==> config.mk <==
export PLATFORM = sky130hd
export DESIGN_NAME = pe_is_mctx_flat
export DESIGN_NICKNAME = d
export VERILOG_FILES = /design/src/rtl/pe_is_mctx_if.sv /design/src/rtl/pe_is_mctx.sv /design/src/flat_wrapper.sv
export SDC_FILE = /design/constraint.sdc
export NUM_CORES = 1
export LEC_CHECK = 0
export ABC_CLOCK_PERIOD_IN_PS = 10900
export BUFFER_PORTS_ARGS = -buffer_cell sky130_fd_sc_hd__buf_2
export CAP_MARGIN = 0
export CORE_ASPECT_RATIO = 0.7
export CORE_UTILIZATION = 50
export DETAILED_ROUTE_END_ITERATION = 10
export PLACE_DENSITY_LB_ADDON = 0.12
export SLEW_MARGIN = 20
export SYNTH_ARGS = -nofsm -noshare
export SYNTH_HDL_FRONTEND = slang
export SYNTH_SLANG_ARGS = --single-unit
==> constraint.sdc <==
create_clock -name clk -period 10.9 [get_ports clk]
set_input_delay 1.635 -clock clk [delete_from_list [all_inputs] [get_ports clk]]
set_output_delay 1.635 -clock clk [all_outputs]
set_load 0.005 [all_outputs]
==> src/rtl/pe_is_mctx_if.sv <==
// Bundles the load, MAC and result signals of one input-stationary PE.
// The master side drives loads and MAC operands; the slave side is the PE.
interface pe_is_mctx_if #(
  parameter int INPUT_WIDTH  = 16,
  parameter int WEIGHT_WIDTH = 16,
  parameter int PSUM_WIDTH   = 32,
  parameter int NUM_CTX      = 4
);
  localparam int CTX_W = (NUM_CTX > 1) ? $clog2(NUM_CTX) : 1;

  logic                            input_en;
  logic                            load_clr;
  logic signed [INPUT_WIDTH-1:0]   input_in;
  logic                            process_en;
  logic        [CTX_W-1:0]         ctx_sel;
  logic signed [WEIGHT_WIDTH-1:0]  weight_in;
  logic signed [PSUM_WIDTH-1:0]    psum_in;
  logic signed [INPUT_WIDTH-1:0]   input_out;
  logic                            input_out_vld;
  logic signed [WEIGHT_WIDTH-1:0]  weight_out;
  logic signed [PSUM_WIDTH-1:0]    psum_out;
  logic                            out_vld;
  logic                            sat_flag;
  logic        [NUM_CTX-1:0]       ctx_valid;
  logic                            ctx_full;

  modport master (
    output input_en, load_clr, input_in, process_en, ctx_sel, weight_in, psum_in,
    input  input_out, input_out_vld, weight_out, psum_out, out_vld, sat_flag,
           ctx_valid, ctx_full
  );

  modport slave (
    input  input_en, load_clr, input_in, process_en, ctx_sel, weight_in, psum_in,
    output input_out, input_out_vld, weight_out, psum_out, out_vld, sat_flag,
           ctx_valid, ctx_full
  );
endinterface

==> src/rtl/pe_is_mctx.sv <==
// Multi-context input-stationary PE: saturating signed MAC over a selectable stored input.
// Define PE_MAC_PIPE_EN to insert a product register (MAC latency 2 instead of 1).
module pe_is_mctx #(
  parameter int INPUT_WIDTH  = 16,
  parameter int WEIGHT_WIDTH = 16,
  parameter int PSUM_WIDTH   = 32,
  parameter int NUM_CTX      = 4
) (
  input  logic          clk,
  input  logic          rst_n,
  pe_is_mctx_if.slave   bus
);
  localparam int CTX_W  = (NUM_CTX > 1) ? $clog2(NUM_CTX) : 1;
  localparam int PROD_W = INPUT_WIDTH + WEIGHT_WIDTH;
  localparam int SUM_W  = ((PSUM_WIDTH > PROD_W) ? PSUM_WIDTH : PROD_W) + 1;
  localparam logic [CTX_W-1:0] LAST_IDX  = CTX_W'(NUM_CTX - 1);
  localparam logic [CTX_W:0]   NUM_CTX_L = (CTX_W + 1)'(NUM_CTX);

  // Returns {saturated, clamped value}; the sum is wide enough to never overflow itself.
  function automatic logic [PSUM_WIDTH:0] sat_psum(input logic signed [SUM_W-1:0] s);
    logic signed [PSUM_WIDTH-1:0] lo;
    logic        [PSUM_WIDTH:0]   r;
    lo = s[PSUM_WIDTH-1:0];
    if (s == SUM_W'(lo))
      r = {1'b0, lo};
    else if (s[SUM_W-1])
      r = {1'b1, 1'b1, {(PSUM_WIDTH-1){1'b0}}};
    else
      r = {1'b1, 1'b0, {(PSUM_WIDTH-1){1'b1}}};
    return r;
  endfunction

  logic signed [INPUT_WIDTH-1:0]  ctx_q [NUM_CTX];
  logic        [CTX_W-1:0]        wr_ptr;
  logic        [CTX_W-1:0]        wr_idx;
  logic        [CTX_W-1:0]        wr_nxt;
  logic        [NUM_CTX-1:0]      ctx_vld_q;
  logic signed [INPUT_WIDTH-1:0]  in_fwd_q;
  logic                           in_fwd_vld_q;

  assign wr_idx = bus.load_clr ? '0 : wr_ptr;
  assign wr_nxt = (wr_idx == LAST_IDX) ? '0 : wr_idx + CTX_W'(1);

  always_ff @(posedge clk or negedge rst_n) begin
    if (!rst_n) begin
      for (int i = 0; i < NUM_CTX; i++) ctx_q[i] <= '0;
      wr_ptr       <= '0;
      ctx_vld_q    <= '0;
      in_fwd_q     <= '0;
      in_fwd_vld_q <= 1'b0;
    end else begin
      in_fwd_vld_q <= bus.input_en;
      if (bus.input_en) begin
        ctx_q[wr_idx] <= bus.input_in;
        in_fwd_q      <= bus.input_in;
        wr_ptr        <= wr_nxt;
        ctx_vld_q     <= (bus.load_clr ? '0 : ctx_vld_q) | (NUM_CTX'(1) << wr_idx);
      end else if (bus.load_clr) begin
        wr_ptr    <= '0;
        ctx_vld_q <= '0;
      end
    end
  end

  // Stage p0: context read and product; out-of-range selects fall back to context 0.
  logic        [CTX_W-1:0]         rd_idx;
  logic signed [INPUT_WIDTH-1:0]   ctx_rd;
  logic signed [PROD_W-1:0]        prod_c;

  assign rd_idx = ({1'b0, bus.ctx_sel} < NUM_CTX_L) ? bus.ctx_sel : '0;
  assign ctx_rd = ctx_q[rd_idx];
  assign prod_c = ctx_rd * bus.weight_in;

  logic                            mac_vld;
  logic signed [PROD_W-1:0]        mac_prod;
  logic signed [WEIGHT_WIDTH-1:0]  mac_wght;

`ifdef PE_MAC_PIPE_EN
  logic signed [PROD_W-1:0]        prod_p0;
  logic signed [WEIGHT_WIDTH-1:0]  wght_p0;
  logic                            vld_p0;

  always_ff @(posedge clk or negedge rst_n) begin
    if (!rst_n) begin
      prod_p0 <= '0;
      wght_p0 <= '0;
      vld_p0  <= 1'b0;
    end else begin
      vld_p0 <= bus.process_en;
      if (bus.process_en) begin
        prod_p0 <= prod_c;
        wght_p0 <= bus.weight_in;
      end
    end
  end

  assign mac_vld  = vld_p0;
  assign mac_prod = prod_p0;
  assign mac_wght = wght_p0;
`else
  assign mac_vld  = bus.process_en;
  assign mac_prod = prod_c;
  assign mac_wght = bus.weight_in;
`endif

  // Stage p1: accumulate with psum_in and clamp.
  logic signed [SUM_W-1:0]         sum_c;
  logic        [PSUM_WIDTH:0]      sat_c;
  logic signed [PSUM_WIDTH-1:0]    psum_p1;
  logic signed [WEIGHT_WIDTH-1:0]  wght_p1;
  logic                            sat_p1;
  logic                            vld_p1;

  assign sum_c = SUM_W'(mac_prod) + SUM_W'(bus.psum_in);
  assign sat_c = sat_psum(sum_c);

  always_ff @(posedge clk or negedge rst_n) begin
    if (!rst_n) begin
      psum_p1 <= '0;
      wght_p1 <= '0;
      sat_p1  <= 1'b0;
      vld_p1  <= 1'b0;
    end else begin
      vld_p1 <= mac_vld;
      if (mac_vld) begin
        psum_p1 <= sat_c[PSUM_WIDTH-1:0];
        sat_p1  <= sat_c[PSUM_WIDTH];
        wght_p1 <= mac_wght;
      end
    end
  end

  assign bus.input_out     = in_fwd_q;
  assign bus.input_out_vld = in_fwd_vld_q;
  assign bus.weight_out    = wght_p1;
  assign bus.psum_out      = psum_p1;
  assign bus.out_vld       = vld_p1;
  assign bus.sat_flag      = sat_p1;
  assign bus.ctx_valid     = ctx_vld_q;
  assign bus.ctx_full      = &ctx_vld_q;
endmodule

==> src/flat_wrapper.sv <==
// flat-port wrapper written by rule: the top's interface ports become plain ports
module pe_is_mctx_flat 
#(
  parameter int INPUT_WIDTH  = 16,
  parameter int WEIGHT_WIDTH = 16,
  parameter int PSUM_WIDTH   = 32,
  parameter int NUM_CTX      = 4
)
  (clk, rst_n, bus_input_en, bus_load_clr, bus_input_in, bus_process_en, bus_ctx_sel, bus_weight_in, bus_psum_in, bus_input_out, bus_input_out_vld, bus_weight_out, bus_psum_out, bus_out_vld, bus_sat_flag, bus_ctx_valid, bus_ctx_full);
  pe_is_mctx_if #(.INPUT_WIDTH(INPUT_WIDTH), .WEIGHT_WIDTH(WEIGHT_WIDTH), .PSUM_WIDTH(PSUM_WIDTH), .NUM_CTX(NUM_CTX)) bus_i ();
  input  logic clk;
  input  logic rst_n;
  input wire logic [$bits(bus_i.input_en)-1:0] bus_input_en;
  input wire logic [$bits(bus_i.load_clr)-1:0] bus_load_clr;
  input wire logic [$bits(bus_i.input_in)-1:0] bus_input_in;
  input wire logic [$bits(bus_i.process_en)-1:0] bus_process_en;
  input wire logic [$bits(bus_i.ctx_sel)-1:0] bus_ctx_sel;
  input wire logic [$bits(bus_i.weight_in)-1:0] bus_weight_in;
  input wire logic [$bits(bus_i.psum_in)-1:0] bus_psum_in;
  output wire logic [$bits(bus_i.input_out)-1:0] bus_input_out;
  output wire logic [$bits(bus_i.input_out_vld)-1:0] bus_input_out_vld;
  output wire logic [$bits(bus_i.weight_out)-1:0] bus_weight_out;
  output wire logic [$bits(bus_i.psum_out)-1:0] bus_psum_out;
  output wire logic [$bits(bus_i.out_vld)-1:0] bus_out_vld;
  output wire logic [$bits(bus_i.sat_flag)-1:0] bus_sat_flag;
  output wire logic [$bits(bus_i.ctx_valid)-1:0] bus_ctx_valid;
  output wire logic [$bits(bus_i.ctx_full)-1:0] bus_ctx_full;
  assign bus_i.input_en = bus_input_en;
  assign bus_i.load_clr = bus_load_clr;
  assign bus_i.input_in = bus_input_in;
  assign bus_i.process_en = bus_process_en;
  assign bus_i.ctx_sel = bus_ctx_sel;
  assign bus_i.weight_in = bus_weight_in;
  assign bus_i.psum_in = bus_psum_in;
  assign bus_input_out = bus_i.input_out;
  assign bus_input_out_vld = bus_i.input_out_vld;
  assign bus_weight_out = bus_i.weight_out;
  assign bus_psum_out = bus_i.psum_out;
  assign bus_out_vld = bus_i.out_vld;
  assign bus_sat_flag = bus_i.sat_flag;
  assign bus_ctx_valid = bus_i.ctx_valid;
  assign bus_ctx_full = bus_i.ctx_full;
  pe_is_mctx #(.INPUT_WIDTH(INPUT_WIDTH), .WEIGHT_WIDTH(WEIGHT_WIDTH), .PSUM_WIDTH(PSUM_WIDTH), .NUM_CTX(NUM_CTX)) u_core (.clk(clk), .rst_n(rst_n), .bus(bus_i));
endmodule
Yosys cells after proc, flatten, opt, wreduce, memory -nomap -nowiden
Cells that the tools add are included.
Word-level totals
  flip-flop bits (word level): 137
  input bits: 71
  output and inout bits: 72
  logic and storage cells: 39
Cells by class
  add/subtract/negate cells: 2
  $mul: 1
  $lt $le $gt $ge: 3
  eq/ne operators: 2
  shift-type cells: 1
  muxes and demuxes: 13
  bitwise logic cells: 3
  reduce and logical (&&, ||, !) cells: 2
Operators with widths (number)
  64-bit bitwise mux: 1
  16-bit two-way mux: 3
  32-bit by 32-bit adder with 33-bit output: 1
  33-bit two-way mux: 1
  16-bit binary-select mux with 2-bit select: 1
  16-bit demux with 2-bit select: 1
  16-bit by 16-bit multiplier with 32-bit output: 1
  32-bit two-way mux: 1
  4-bit two-way mux: 2
  3-bit greater-or-equal comparator (second input constant): 2
  2-bit two-way mux: 3
  2-bit inverter with 3-bit output: 2
  4-bit OR: 1
  4-bit AND reduction: 1
  1-bit by 2-bit << shifter with 4-bit output (first input constant): 1
  3-bit by 1-bit < comparator with 1-bit output (second input constant): 1
  2-bit by 1-bit adder with 2-bit output (second input constant): 1
  2-bit equality test (second input constant): 1
  1-bit equality test: 1
  1-bit logical AND: 1

Depth between registers and ports, before layout
  word-level depth: 8
  mapped depth: 28
  depth with buffers taken out: 24

Worst setup path after synthesis
No wires, ideal clock.
  kind: input to register
  start point: input port bus_ctx_sel[0]
  end point: register u_core.psum_p1[24], in the netlist u_core.bus.psum_out[24]
  library setup time: 0.075 ns
  data arrival time: 9.308 ns
  data required time: 10.825 ns
  slack: 1.518 ns
  stages on the path: 27
  path buffers: 4
  cell sequence: clkbuf_1 -> buf_1 -> mux4_2 -> buf_2 -> nand2_1 -> inv_1 -> fa_1 -> inv_1 -> fa_1 -> inv_1 -> fa_1 -> fa_1 -> fa_1 -> inv_1 -> fa_1 -> inv_1 -> ha_1 -> a21o_1 -> a21o_1 -> a21o_1 -> or3_1 -> a211oi_2 -> a211oi_2 -> nor3_4 -> buf_6 -> nor2_1 -> o2bb2ai_2
On the way
  longest elaborated chain between the ends: 8
  elaborated cells on any way between the ends: 9
  those cells by class: 1 x add/sub; 1 x mul; 1 x eq/ne; 5 x mux; 1 x bitwise
RTL lines
  start: declaration: RTL line flat_wrapper.sv:17  | input wire logic [$bits(bus_i.ctx_sel)-1:0] bus_ctx_sel;
  2-bit inverter with 3-bit output (not written as such) (*): RTL line pe_is_mctx.sv:71  | assign ctx_rd = ctx_q[rd_idx];
  16-bit binary-select mux with 2-bit select (*): RTL line pe_is_mctx.sv:71
  16-bit two-way mux (not written as such) (*) (2 in series): RTL line pe_is_mctx.sv:71
  16-bit by 16-bit multiplier with 32-bit output (*): RTL line pe_is_mctx.sv:72  | assign prod_c = ctx_rd * bus.weight_in;
  32-bit by 32-bit adder with 33-bit output (*): RTL line pe_is_mctx.sv:114  | assign sum_c = SUM_W'(mac_prod) + SUM_W'(bus.psum_in);
  32-bit two-way mux / 1-bit equality test (equally long branches): RTL line pe_is_mctx.sv:26, pe_is_mctx.sv:24
  33-bit two-way mux (*): RTL line pe_is_mctx.sv:24  | if (s == SUM_W'(lo))
  end signal: assignment: RTL line pe_is_mctx.sv:126  | psum_p1 <= sat_c[PSUM_WIDTH-1:0];
  end: declaration: RTL line pe_is_mctx.sv:109  | logic signed [PSUM_WIDTH-1:0] psum_p1;
Mark *: on every way between the ends. The rest lies on a longest branch, timed or not. The select of a mux whose other input is x is not followed.
A chain may end at the register's enable or synchronous reset.

Worst setup path in the final report
  start point: input port bus_ctx_sel[0]
  end point: register u_core.psum_p1[2], in the netlist u_core.bus.psum_out[2]
Same word-level chain as after synthesis.

==> results.cfg <==
[status]
status = completed

[cts]
cts-root-buf = clkbuf_16
cts_buffer_depth = 2
clock_latency_ps = 450
cts_resized = 0
cts_max_level = 4
cts_buffers = 17
post-cts-setup-buffer-count = 0
hold_buffers = 0
cts.sinks = 137
tritoncts = built
clk_pin_slew_worst_paths_ps = 70

[sta]
finalClockSkew_ps = 11.38
fin_crit_ps = 9413
finalCritPeriodShare_pct = 86.35
finalSetupTns_ps = 0
maxSlewHeadroom_pct = 34.94
fmax_mhz = 106.2
tightest_slew_ps = 975.9
setup_slack_ps = 1487
maxSlewViolCount = 0
hold_viol = 0
setup_viol = 0
rsz0062_at_grt = false

[grt]
track_usage_pct = 26.26
grt_start_max_net_pins = 79
grt.overflow.total = 0
antenna_found_initial = 1
grt_pass1_wl_um = 69050
grt_pass1_vias = 12420

[detailed_routing]
drt_iter0_drc = 730
viasPerCell = 5.308
final_antenna_net_count = 0
drt-total-wl_um = 41080
drtPass1Iterations = 5
drcViolationCount = 0
vias = 11300
drt-wirelength-per-cell_um = 19.30

[yosys]
synth_cell_types = 60
seq_area_frac_synth_pct = 20.32
yosysWarnings = 0
synthesis.nets = 2055
synth_async_sr_flop_share_pct = 100.0
syn_area_um2 = 16870
synthCells = 1580
synth_flop_cell = dfrtp_1
ys_ff_latch = 137
syn_avg_cell_area_um2 = 10.68
synth_edf_count = 0

[critical_path]
reg2reg_to = u_core.bus.psum_out[2]
crit_fanout = 24
reg2reg_setup_slack_ps = 2750
worstSetupStartpointType = primary input
crit_type = in2reg
r2r-start = u_core.ctx_q[31]
reg2reg_depth = 24
startpoint = bus_ctx_sel[0]
arrival_ps = 9770
endpoint_kind = flip-flop
worstSetupEndpoint = u_core.bus.psum_out[2]
critPathRequiredTime_ps = 11260

[die]
initial_core_util_pct = 51.51
fp.dieH_um = 155.7
dieArea_um2 = 34500
core-area_um2 = 32760
die_w_um = 221.6
core.rowCount = 55
io_pins = 143

[final_layout]
layout_commonest_cell = inv_1
final_cell_mix = 354 x inv_1, 299 x fa_1, 145 x nand2_1
drive_above_1_share_pct = 18.76
syn2layout_area_growth_pct = 9.491
layout.nets = 2163

[placed_design]
place.gp.congestion = 0.8251
hpwl_um = 32420
port_buffers = 142
post-place-ws_ps = 988.0

[hold_path]
hold_class = reg2reg

[flow_run]
cap_violations = 0
==> per-layer routing <==
metal | routed length [um] | vias to the layer above | global-route usage [%]
met5 | 0 | - | 0
met4 | 490 | 0 | 6.085
met3 | 2192 | 30 | 4.426
met2 | 18600 | 287 | 41.21
met1 | 19790 | 5884 | 38.34
li1 | - | 5094 | -
==> worst min path at each step <==
stage / start / to / slack, ps / cells after the start
CTS: u_core.bus.psum_out[25] / u_core.bus.psum_out[25] / 490 / 1
global placement: u_core.bus.psum_out[8] / u_core.bus.psum_out[8] / 470 / 1
finish: u_core.bus.psum_out[8] / u_core.bus.psum_out[8] / 490 / 1
floorplan: u_core.ctx_q[16] / u_core.ctx_q[16] / 470 / 1
global route: u_core.bus.psum_out[7] / u_core.bus.psum_out[7] / 500 / 1
detailed placement: u_core.bus.psum_out[28] / u_core.bus.psum_out[28] / 470 / 1
==> Yosys cell counts, types with 4 or more instances <==
library cell	number	area [um2]
and3_1	5	31.28
o2bb2ai_2	17	255.2
a211oi_1	5	37.54
ha_1	105	1314
nand2b_1	8	50.05
o21a_1	7	52.55
nand4_1	4	25.02
nor2b_1	5	31.28
buf_1	5	18.77
mux2_2	96	1081
xor2_1	8	70.07
dfrtp_1	137	3428
xnor2_1	19	166.4
mux4_2	16	360.4
clkbuf_1	46	172.7
a21oi_1	23	115.1
inv_1	354	1329
o2bb2ai_1	12	105.1
o21ai_0	21	105.1
a21o_1	14	105.1
nand2_1	145	544.3
a31oi_1	5	31.28
and2_1	117	732.0
fa_1	299	5986
or3_1	6	37.54
nor2_1	53	198.9
==> registers in the layout, summed over array words and instances (netlist names) <==
register / count
u_core.wr_ptr: 2
u_core.bus.weight_out: 16
u_core.ctx_q: 64
u_core.bus.input_out_vld: 1
u_core.bus.ctx_valid: 4
u_core.bus.psum_out: 32
u_core.bus.out_vld: 1
u_core.bus.input_out: 16
u_core.bus.sat_flag: 1
==> worst max-delay path: stages <==
cell and delay [ps]:
buf_2 350, mux4_2 760, nand2_1 230, inv_1 80
fa_1 720, inv_1 110, fa_1 530, inv_1 310
fa_1 510, fa_1 510, fa_1 500, inv_1 50
fa_1 470, inv_1 40, ha_1 330, a21o_1 190
a21o_1 180, a21o_1 260, or3_1 400, a211oi_2 280
a211oi_2 110, nor3_4 750, buf_4 270, nor2_1 40
o2bb2ai_1 130
==> through the flow <==
step | hold WS [ps] | instance area, um2 | util, % | cells
after global routing | 501.9 | 18470 | 56.39 | 2127
final | 491.1 | 18480 | 56.40 | 2128
after floorplan | 473.9 | 16870 | - | 1580
after global placement | 467.0 | 17900 | 54.64 | 2096
after detailed placement | 470.9 | 17900 | 54.64 | 2096
after CTS | 494.6 | 18470 | 56.39 | 2127
==> logic make-up after synthesis <==
family	synth area share (%)
buf+inv	9.432
fa+ha+maj	43.26
simple gates	10.36
flops	20.32
compound gates	6.221
mux	8.602
xor+xnor	1.809
==> final cells by class <==
class	count	area, um2
fillers	2882	14280
multi-input cells	1031	11850
flip-flops and latches	137	3428
inverters	354	1329
repair buffers	147	754.5
well taps	427	534.3
clock buffers	18	439.2
clock inverters	13	133.9
diodes	1	2.502
Power is not shown: default switching activity piles up to over one toggle a cycle in this logic, so the estimate is an artifact.
